===== src/rtl/booth_alu.sv =====
// Registered ripple-carry add/subtract datapath for the Booth multiplier.
// Optional macro ALU_SUB_EN adds a sub port that computes a - b internally.
module booth_alu #(
  parameter int WIDTH = 8
) (
  input  logic             clk,
  input  logic             rst,
  input  logic             in_valid,
  input  logic [WIDTH-1:0] a,
  input  logic [WIDTH-1:0] b,
  input  logic             cin,
`ifdef ALU_SUB_EN
  input  logic             sub,
`endif
  output logic [WIDTH-1:0] out,
  output logic             cout,
  output logic             ovf,
  output logic             zero,
  output logic             out_valid
);

  logic [WIDTH-1:0] b_eff;
  logic [WIDTH-1:0] s;
  logic [WIDTH:0]   c;

`ifdef ALU_SUB_EN
  // Subtract as a + ~b + 1; cin is ignored while sub is high.
  assign b_eff = sub ? ~b : b;
  assign c[0]  = sub ? 1'b1 : cin;
`else
  assign b_eff = b;
  assign c[0]  = cin;
`endif

  for (genvar i = 0; i < WIDTH; i++) begin : g_fa
    assign s[i]   = a[i] ^ b_eff[i] ^ c[i];
    assign c[i+1] = (a[i] & b_eff[i]) | (c[i] & (a[i] ^ b_eff[i]));
  end

  // Result registers load only on in_valid, so X on idle inputs never reaches them.
  always_ff @(posedge clk) begin
    if (rst) begin
      out       <= '0;
      cout      <= 1'b0;
      ovf       <= 1'b0;
      zero      <= 1'b0;
      out_valid <= 1'b0;
    end else begin
      // NOTE: non-blocking assignments so every register samples pre-edge values.
      out_valid <= in_valid;
      if (in_valid) begin
        out  <= s;
        cout <= c[WIDTH];
        ovf  <= c[WIDTH] ^ c[WIDTH-1];
        zero <= (s == '0);
      end
    end
  end

endmodule


===== config.mk =====
export PLATFORM = sky130hd
export DESIGN_NAME = booth_alu
export DESIGN_NICKNAME = d
export VERILOG_FILES = /design/src/rtl/booth_alu.sv
export SDC_FILE = /design/constraint.sdc
export NUM_CORES = 1
export LEC_CHECK = 0
export BUFFER_PORTS_ARGS = -buffer_cell sky130_fd_sc_hd__buf_2
export CELL_PAD_IN_SITES_DETAIL_PLACEMENT = 1
export CELL_PAD_IN_SITES_GLOBAL_PLACEMENT = 1
export CORE_ASPECT_RATIO = 1.2
export CORE_MARGIN = 3
export CORE_UTILIZATION = 32
export CTS_CLUSTER_SIZE = 24
export DETAILED_ROUTE_END_ITERATION = 6
export MAX_ROUTING_LAYER = met4
export PLACE_DENSITY_LB_ADDON = 0.2
export SLEW_MARGIN = 5
export SYNTH_ARGS = -nofsm -noshare
export SYNTH_HDL_FRONTEND = slang
export SYNTH_SLANG_ARGS = --single-unit

===== constraint.sdc =====
create_clock -name clk -period 5.83 [get_ports clk]
set_input_delay 1.166 -clock clk [delete_from_list [all_inputs] [get_ports clk]]
set_output_delay 1.166 -clock clk [all_outputs]
set_load 0.01 [all_outputs]

==> results by group <==
Placed design
  • Worst slack, placed: 1.06 ns
  • Placed instance count: 108
  • IO Port Bufs: 31
  • Detailed placement HPWL: 1.18 mm
  • Cell Area, Placed: 822 sq um
  • GP Congestion: 0.775

Setup path
  • Worst Setup Start Kind: input pin
  • Req. time, crit path: 5.98 ns
  • Worst setup EP type: register
  • CP bufs+invs: 6
  • Worst path cell trace: buf_2 > inv_1 > fa_1 > inv_1 > fa_1 > fa_1 > fa_1 > inv_1 > fa_1 > inv_1 > fa_1 > fa_1 > inv_1 > fa_1 > and4b_1 > nand3_1 > a21oi_1
  • CP dominant cell by count: fa_1
  • CP Max Fanout: 2
  • Slowest stage delay, CP: 0.44 ns
  • Top Family by Delay on Critical Path: adder cells
  • Critical Path Slowest Stage Cell: fa_1
  • CP Class: in2reg
  • Critical Path AT: 4.62 ns

Clock tree
  • Inserted Clock Buffers: 3
  • Post-CTS setup repair buffer count: 0
  • H-tree depth: 1
  • # resized after CTS: 0
  • Clk buf depth: 2
  • CTS root buffer: clkbuf_4
  • Clock-pin slew on the worst setup and hold paths: 0.07 ns
  • Cts hold-fix bufs: 0
  • Clk sink count: 12
  • CTS tree: built
  • Clk_lat worst skew: 0.26 ns

Finish
  • Commonest non-fill, non-tap cell in the layout: buf_2
  • Post-layout net count: 122
  • Most frequent cells in the layout: buf_2 (31), dfxtp_1 (12), inv_1 (11), nor2_1 (10), fa_1 (8)
  • Area occupied by multi-input gates: 362 sq um
  • # fillers: 240
  • Final Cell Area: 858 sq um
  • FF/Latch Area: 240 sq um
  • Diode count: 0
  • Post-Layout Cell Count: 112
  • Area Overhead vs Synth: 27.3%
  • Final Util: 44.8%
  • Share of cells above drive strength 1: 43.0%

STA
  • Final worst-path cycle share: 76.7%
  • Min Clock Period, post-route: 4.47 ns
  • Fin Setup TNS: 0 ns
  • Fmax achieved: 224 MHz
  • Final hold viol count: 0
  • RSZ-0062 raised after global routing: false
  • Final Skew: 0 ns
  • Slew Viols, Final: 0
  • Headroom to the max-slew limit: 73.5%
  • Worst-Margin Slew: 0.397 ns
  • Final worst setup slack: 1.36 ns
  • # setup viols final: 0
  • Hold WS: 0.473 ns

Pwr
  • Maximum VDD drop: 0.129 mV
  • Proportion of power drawn by the clock network: 30.4%
  • Net Sw Power: 61.3 uW
  • PwrDens: 252 nW/um^2
  • P_leak: 0.447 nW
  • P_int: 155 uW
  • Sw Share: 28.3%
  • Part of the power in registers: 42.8%
  • Gate power share: 26.8%
  • Total power: 217 uW

Synth
  • Syn Inst Count: 61
  • Flops & latches, synth: 12
  • Average size of a mapped cell: 11.1 sq um
  • Synth area leaders: dfxtp_1 (36%), fa_1 (24%), mux2i_1 (8.9%)
  • Yosys top cell area share: 35.6%
  • Yosys warnings: 0
  • Synth area leader: dfxtp_1
  • Mapped cell area: 674 sq um
  • Sequential share of the synthesized area: 35.6%
  • Distinct cells, synth: 16
  • Syn Nets: 89

Floorplanning
  • Die height: 56.3 microns
  • Total core area: 1910 sq um
  • Num rows: 17
  • Starting Density: 35.2%
  • Die ar.: 2700 sq um
  • Ports: 32
  • Die width: 47.9 microns

Route
  • Remaining DRCs: 0
  • DR iter-0 viols: 2
  • Post-DRT Antenna Nets: 0
  • WL final: 1.41 mm
  • First drt pass iteration count: 4
  • Vias: 519
  • Vias per inst: 4.63
  • DR WL/cell: 12.6 microns

Global routing
  • Total GRT Usage: 12.7%
  • Largest net degree at the start of global routing: 18
  • Number of global-route vias before repair: 544
  • Initial antenna violation count: 0
  • Global-route wire length before repair: 2.45 mm
  • Gr ovfl total: 0

Flow run
  • Max_cap viols: 0

Worst hold path
  • Hold WC Path Type: reg2reg

Status
  • Status: finished, final reports clean
[kinds of logic after synthesis]
family	after synthesis	synth area share [%]
AOI/OAI and AO/OA	5	8.16
and+or+nand+nor	15	11.5
muxes	6	8.91
DFF	12	35.6
adders and majority gates	8	23.7
buffers and inverters	14	10.8
xor gates and xnor gates	1	1.30
[power groups by stage]
| stage | clock network, mW | logic [mW] | registers (mW) |
|---|---|---|---|
| 2_1_floorplan | 0 | 0.0349 | 0.0984 |
| 4_1_cts | 0.0687 | 0.0597 | 0.0930 |
| 5_1_grt | 0.0749 | 0.0663 | 0.0939 |
| 3_3_place_gp | 0 | 0.0585 | 0.0946 |
| 6_report | 0.0658 | 0.0580 | 0.0927 |
| 3_5_place_dp | 0 | 0.0596 | 0.0948 |
[cell type report]
cell class | count | share of cell area [%]
Sequential cell | 12 | 28.0
Inverter | 11 | 4.81
Multi-Input combinational cell | 35 | 42.1
Clock buffer | 4 | 4.23
Tap cell | 19 | 2.77
Timing Repair Buffer | 31 | 18.1
[cells in the mapped netlist]
master and instances:
dfxtp_1 12, inv_1 11, nor2_1 10, fa_1 8, mux2i_1 6, a211oi_2 4, a21oi_1 1, and4b_1 1
buf_2 1, buf_6 1, buf_8 1, nand2b_1 1, nand3_1 1, nor2b_1 1, nor4_2 1, xnor2_1 1
[flip-flops by register name, summed over array words and instances (netlist names)]
register / count
zero: 1
cout: 1
out: 8
ovf: 1
out_valid: 1
[routing by layer]
layer | up-vias | routed length (microns) | track usage [%]
li1 | 256 | - | -
met1 | 245 | 579 | 15.9
met5 | - | 0 | -
met3 | 2 | 78 | 2.88
met2 | 16 | 744 | 19.5
met4 | 0 | 6 | 4.62
[worst paths after layout]
kind,from,to,slack (ns),cells after the start
setup / recovery,b[0],zero$_SDFFE_PP0P_,1.36,17
hold / removal,zero$_SDFFE_PP0P_,zero$_SDFFE_PP0P_,0.47,2
setup reg to reg,out[4]$_SDFFE_PP0P_,out[4]$_SDFFE_PP0P_,5.22,2
hold reg to reg,zero$_SDFFE_PP0P_,zero$_SDFFE_PP0P_,0.47,2
[worst reg2reg max path, stage by stage, from the launching register on]
cell and delay, ns:
dfxtp_1 0.34, nor2_1 0.05, a211oi_2 0.15
Note: power is estimated with default switching activity, not from simulation.
